<file path="config.mk">
export PLATFORM = sky130hd
export DESIGN_NAME = sram_port_arbiter
export DESIGN_NICKNAME = d
export VERILOG_FILES = /design/src/rtl/sram_port_arbiter.sv
export SDC_FILE = /design/constraint.sdc
export NUM_CORES = 1
export LEC_CHECK = 0
export ABC_CLOCK_PERIOD_IN_PS = 2800
export CORE_MARGIN = 1
export CORE_UTILIZATION = 24
export CTS_BUF_LIST = sky130_fd_sc_hd__clkbuf_2 sky130_fd_sc_hd__clkbuf_4 sky130_fd_sc_hd__clkbuf_8
export DETAILED_ROUTE_END_ITERATION = 10
export MAX_ROUTING_LAYER = met4
export SKIP_LAST_GASP = 1
export SYNTH_ARGS = -nofsm -noshare
export SYNTH_HDL_FRONTEND = slang
export SYNTH_SLANG_ARGS = --single-unit
</file>
<file path="constraint.sdc">
create_clock -name clk_sys -period 2.8 [get_ports clk_sys]
set_input_delay 0.28 -clock clk_sys [delete_from_list [all_inputs] [get_ports clk_sys]]
set_output_delay 0.28 -clock clk_sys [all_outputs]
set_load 0.03 [all_outputs]
</file>
<file path="src/rtl/sram_port_arbiter.sv">
// Two-port arbiter and fixed-length cycle sequencer for an async 8-bit SRAM.
// Port A has priority; port B is forced through after B_STARVE_MAX A grants.
module sram_port_arbiter #(
  parameter int ADDR_W        = 21,
  parameter int ACCESS_CYCLES = 2,
  parameter int B_STARVE_MAX  = 8
) (
  input  logic              clk_sys,
  input  logic              reset_n,
  input  logic              a_req,
  input  logic              a_we,
  input  logic [ADDR_W-1:0] a_addr,
  input  logic [7:0]        a_wdata,
  output logic              a_ack,
  output logic [7:0]        a_rdata,
  input  logic              b_req,
  input  logic              b_we,
  input  logic [ADDR_W-1:0] b_addr,
  input  logic [7:0]        b_wdata,
  output logic              b_ack,
  output logic [7:0]        b_rdata,
  output logic [ADDR_W-1:0] sram_a,
  output logic [7:0]        sram_dq_o,
  output logic              sram_dq_oe,
  input  logic [7:0]        sram_dq_i,
  output logic              sram_nce,
  output logic              sram_noe,
  output logic              sram_nwe
);

  localparam int SW = $clog2(B_STARVE_MAX + 1);

  typedef enum logic [1:0] {
    IDLE,
    SETUP,
    STROBE,
    HOLD
  } state_t;

  state_t        state;
  logic          sel_b;
  logic          we_q;
  logic [3:0]    cnt;
  logic [SW-1:0] starve_cnt;
  logic          starved;
  logic          pick_b;
  logic          any_req;

  assign starved = (starve_cnt == SW'(B_STARVE_MAX));
  assign pick_b  = b_req & (~a_req | starved);
  assign any_req = a_req | b_req;

  always_ff @(posedge clk_sys) begin
    if (!reset_n) begin
      state      <= IDLE;
      sel_b      <= 1'b0;
      we_q       <= 1'b0;
      cnt        <= '0;
      starve_cnt <= '0;
      sram_a     <= '0;
      sram_dq_o  <= '0;
      sram_dq_oe <= 1'b0;
      sram_nce   <= 1'b1;
      sram_noe   <= 1'b1;
      sram_nwe   <= 1'b1;
      a_ack      <= 1'b0;
      b_ack      <= 1'b0;
      a_rdata    <= '0;
      b_rdata    <= '0;
    end else begin
      unique case (state)
        IDLE: begin
          // B losing a grant to A is the only way the count grows
          if (!b_req || pick_b)
            starve_cnt <= '0;
          else if (!starved)
            starve_cnt <= starve_cnt + SW'(1);
          if (any_req) begin
            state      <= SETUP;
            sel_b      <= pick_b;
            we_q       <= pick_b ? b_we : a_we;
            sram_a     <= pick_b ? b_addr : a_addr;
            sram_dq_o  <= pick_b ? b_wdata : a_wdata;
            sram_dq_oe <= pick_b ? b_we : a_we;
            sram_nce   <= 1'b0;
          end
        end
        SETUP: begin
          state    <= STROBE;
          cnt      <= 4'(ACCESS_CYCLES - 1);
          sram_noe <= we_q;
          sram_nwe <= ~we_q;
        end
        STROBE: begin
          if (cnt == 4'd0) begin
            state    <= HOLD;
            sram_noe <= 1'b1;
            sram_nwe <= 1'b1;
            sram_nce <= 1'b1;
            a_ack    <= ~sel_b;
            b_ack    <= sel_b;
            if (!we_q && sel_b)
              b_rdata <= sram_dq_i;
            if (!we_q && !sel_b)
              a_rdata <= sram_dq_i;
          end else begin
            cnt <= cnt - 4'd1;
          end
        end
        HOLD: begin
          // DQ stays driven through HOLD for write hold time
          state      <= IDLE;
          a_ack      <= 1'b0;
          b_ack      <= 1'b0;
          sram_dq_oe <= 1'b0;
        end
        default: state <= IDLE;
      endcase
    end
  end

endmodule

</file>
[Word-level counts from Yosys, hierarchy flattened]
Cells that the tools add are included.
Cells by class
  add/subtract/negate cells: 2
  equal/unequal tests: 8
  muxes and demuxes: 21
  bitwise logic cells: 6
  reductions and logical operators: 22
Operators with widths (count)
  two-way mux 21 bit: 1
  AND reduction 2 bit: 7
  two-way mux 4 bit: 3
  one-hot mux 1 bit (2 select lines): 6
  AND reduction 3 bit: 3
  two-way mux 8 bit: 1
  one-hot mux 2 bit (4 select lines): 1
  one-hot mux 4 bit (2 select lines): 1
  nonzero test 2 bit: 4
  two-way mux 1 bit: 6
  inequality test 2 bit, second input constant: 3
  adder 4 x 1 -> 4 bit, second input constant: 1
  equality test 2 bit, second input constant: 2
  equality test 4 bit, second input constant: 1
  logical NOT 4 bit: 1
  two-way mux 2 bit: 2
  subtractor 4 x 1 -> 4 bit, second input constant: 1
  logical NOT 1 bit: 3
  NOT 1 bit: 3
  equality test 2 x 1 -> 1 bit, second input constant: 1
  logical AND 1 bit: 2
  logical NOT 2 bit: 1
  inequality test 2 x 1 -> 1 bit, second input constant: 1
  OR 1 bit: 2
  other kinds (2): 2
Storage, ports and cells
  register bits: 63
  input port bits: 72
  output and inout bits: 51
  logic and storage cells: 74

[Depth between registers and ports, before layout]
  word-level depth: 6
  depth in mapped cells: 7
  mapped depth without buffers: 5

[Worst setup path before layout]
Ideal clock, no wire load.
  path kind: register -> register
  start point: register state[0]
  end point: register a_rdata[0]
  library setup time: 0.072 ns
  arrival time: 1.449 ns
  data required time: 2.728 ns
  path slack: 1.279 ns
  cell stages (with the launch flop): 6
  buffers on the path: 0
  clock period less this slack: 1.521 ns
  path through: dfxtp_1 > inv_1 > ha_1 > nand4bb_1 > nor3_4 > mux2i_1
On the way
  word-level cells in the longest chain between the ends: 2
RTL lines
  start, declared: RTL line 40  | state_t state;
  start signal, assigned: RTL line 55  | state <= IDLE;
  start signal, assigned: RTL line 79  | state <= SETUP;
  start signal, assigned: RTL line 89  | state <= STROBE;
  equality test 2 bit: RTL line 71  | unique case (state)
  AND reduction 3 bit (no line)
  end signal, assigned: RTL line 105  | a_rdata <= sram_dq_i;
  end, declared: RTL line 15  | output logic [7:0] a_rdata,
No other way between the ends.
A chain may end at the register's enable or synchronous reset.

[Worst setup path after layout]
  start point: register state[0]
  end point: register a_rdata[3]
The elaborated chain is that of the path after synthesis.

==> flow_metrics.tcl <==
set metrics [dict create \
    status "finished clean" \
    whs_endpoint "sram_nce" \
    finalClockSkew_ns 0.009868 \
    cp.arrival_ns 2.36 \
    hold_class "input pin to flip-flop" \
    yosysSeqAreaShare_pct 41.18 \
    start_util_pct 25.08 \
    cts_setup_buffers 0 \
    drive_above_1_share_pct 7.506 \
    grt_pass1_vias 2891 \
    synthCells 340 \
    path_clk_slew_ns 0.07 \
    synthFlopType "dfxtp_1" \
    grt_pass1_wl_um 14520 \
    slew_violations 0 \
    ys_types 41 \
    final_antenna_net_count 0 \
    fin_crit_sh_pct 74.91 \
    drc_errors 0 \
    rsz0062_at_grt "false" \
    dp_hpwl_um 6411 \
    clk_latency_ns 0.34 \
    syn_area_mm2 0.003063 \
    synth_area_leaders "dfxtp_1 (41%), and4b_1 (9.5%), a211oi_1 (7.4%)" \
    grt_max_degree 40 \
    finalWorstPathRequiredPeriod_ns 2.097 \
    maxCapViolations 0 \
    cts_buffers 9 \
    relSlewSlack_pct 62.56 \
    drtIter0Drc 116 \
    min_path_cells 2 \
    via_count 3030 \
    ys_async_sr_fraction_pct 0 \
    hold_start "reset_n" \
    critical_path.max_fanout 15 \
    synth_top_cells_by_count "dfxtp_1 (63), nor3_1 (34), o21ai_0 (32)" \
    multi_input_area_mm2 0.001629 \
    portBuffers 122 \
    fin_nets 528 \
    synth_area_leader_cell "dfxtp_1" \
    regArea_mm2 0.001261 \
    yosysTopAreaCellShare_pct 41.18 \
    tightest_slew_ns 0.5595 \
    clock_tree.buffer_depth 2 \
    r2r_cells 5 \
    hold_viol_final 0 \
    nFillCells 1247 \
    synth_nets 420 \
    gp_congestion 0.8358 \
    finalWirelength_um 9166 \
    fp-row-count 40 \
    cts_tree "done" \
    peakVddDrop_uv 445.6 \
    grt.total_usage_pct 14.51 \
    required_ns 3.07 \
    area_growth_pct 52.37 \
    fmax_ghz 0.4768 \
    die_y_um 115.0 \
    pin_count 123 \
    report.final.setup_viol 0 \
    syn_avg_cell_area_um2 9.009 \
    yosys_warnings 0 \
    detail_route.wl_per_cell_um 14.76 \
    grt_overflow 0 \
    cts.sinks 63 \
    endpoint_kind "flip-flop" \
    whs_ns 0.3758 \
    antenna_found_initial 0 \
    drt-vias-per-instance 4.879 \
    synth_edf_count 0 \
    yosys.cell_count.top_type "dfxtp_1" \
    p_per_area_mw_per_mm2 863.7 \
    htreeDepth 3 \
    root_buffer "clkbuf_8" \
    cts_resized 0 \
    core_area_mm2 0.01221 \
    r2r_slack_ns 0.70 \
    synth_seq_cells 63 \
    firstDrtPassIters 4 \
    die_x_um 115.0 \
    p_leak_nw 1.773 \
    start_kind "flip-flop" \
    regToRegStartpoint "state[0]" \
    reg2reg_to "a_rdata[3]" \
    crit_type "flip-flop to flip-flop" \
    die_area_mm2 0.01322 \
    antenna_cells 0 \
    tns_ns 0 \
    hold_buffers 0 \
]
==> how the worst max path moves through the flow <==
stage | startpoint | to | slack (ns) | depth (start not counted)
after floorplan | state[0] | a_rdata[0] | 1.28 | 5
after global placement | state[0] | a_rdata[6] | 0.75 | 5
after detailed placement | state[0] | a_rdata[3] | 0.67 | 5
after CTS | state[0] | a_rdata[3] | 0.67 | 5
after global routing | state[0] | a_rdata[6] | 0.49 | 5
final | state[0] | a_rdata[3] | 0.70 | 5
==> per-stage QoR <==
stage	setup slack, ns	utilization, %	power (mW)	cells	instance area, um^2
3_5_place_dp	0.6714	36.44	3.174	605	4451
6_report	0.7026	38.22	4.031	621	4667
2_1_floorplan	1.279	-	2.430	340	3063
3_3_place_gp	0.7495	36.44	3.155	605	4451
5_1_grt	0.4904	38.22	4.271	621	4667
4_1_cts	0.6688	38.22	4.074	621	4667
==> registers in the layout, indices dropped and copies added, names as in the netlist <==
register	cells
sram_a	21
a_rdata	8
b_rdata	8
sram_dq_o	8
cnt	4
starve_cnt	4
state	2
a_ack	1
b_ack	1
sel_b	1
sram_dq_oe	1
sram_nce	1
sram_noe	1
sram_nwe	1
we_q	1
==> critical path: stages (launching register included) <==
cell and delay [ns]:
dfxtp_1 0.34, inv_1 0.10, ha_1 0.45, nand4bb_1 0.36, nor3_4 0.52, mux2i_1 0.25
==> kinds of logic after synthesis <==
family,Yosys count,share of synthesized area [%]
AOI/OAI and AO/OA,83,17.77
xor gates and xnor gates,3,0.8580
adders and majority gates,8,3.268
buffers and inverters,45,5.760
DFF,63,41.18
muxes,19,6.209
and+or+nand+nor,119,24.96
==> per-layer routing <==
layer	wire length (um)	up-vias	track usage [%]	part of all wire [%]
li1	-	1481	-	-
met1	4405	1448	18.80	48
met2	4241	89	22.49	46
met3	385	12	2.161	4.2
met4	133	0	6.061	1.5
met5	0	-	-	0
==> report_power, final <==
group | switching, mW | internal, mW | total (mW) | leakage [nW]
sequential | 0.172 | 1.15 | 1.32 | 0.518
clock | 0.344 | 0.529 | 0.872 | 0.115
combinational | 1.08 | 0.757 | 1.84 | 1.14
total | 1.60 | 2.43 | 4.03 | 1.77
==> area by class of cell <==
class / count / area share, %
flip-flops and latches: 63 / 27.02
clock inverters: 4 / 1.501
clock buffers: 12 / 3.137
well taps: 168 / 4.504
repair buffers: 131 / 28.04
multi-input cells: 232 / 34.91
inverters: 11 / 0.8847
==> cells in the final DEF, fill, tap and decap left out, types with 2 or more instances in the layout <==
cell | netlist | layout
clkbuf_8 | 0 | 9
o21ai_0 | 32 | 31
o2111ai_1 | 2 | 2
nand3_1 | 6 | 6
a21oi_1 | 5 | 5
nand2b_1 | 3 | 3
a211o_1 | 2 | 2
nand4_1 | 2 | 2
dfxtp_1 | 63 | 63
buf_12 | 0 | 2
and4b_1 | 29 | 29
a211oi_1 | 30 | 30
nand3b_1 | 2 | 2
a311oi_1 | 2 | 2
nand2_1 | 31 | 31
mux2i_1 | 19 | 19
bufinv_16 | 0 | 2
a31oi_1 | 2 | 2
clkbuf_4 | 0 | 3
inv_1 | 11 | 11
or3_1 | 2 | 2
clkinv_2 | 0 | 2
o21a_1 | 2 | 2
clkdlybuf4s50_1 | 0 | 121
ha_1 | 8 | 8
buf_4 | 0 | 7
nor3_1 | 34 | 34
xor2_1 | 2 | 2
Power figures use the tool's default switching activity.
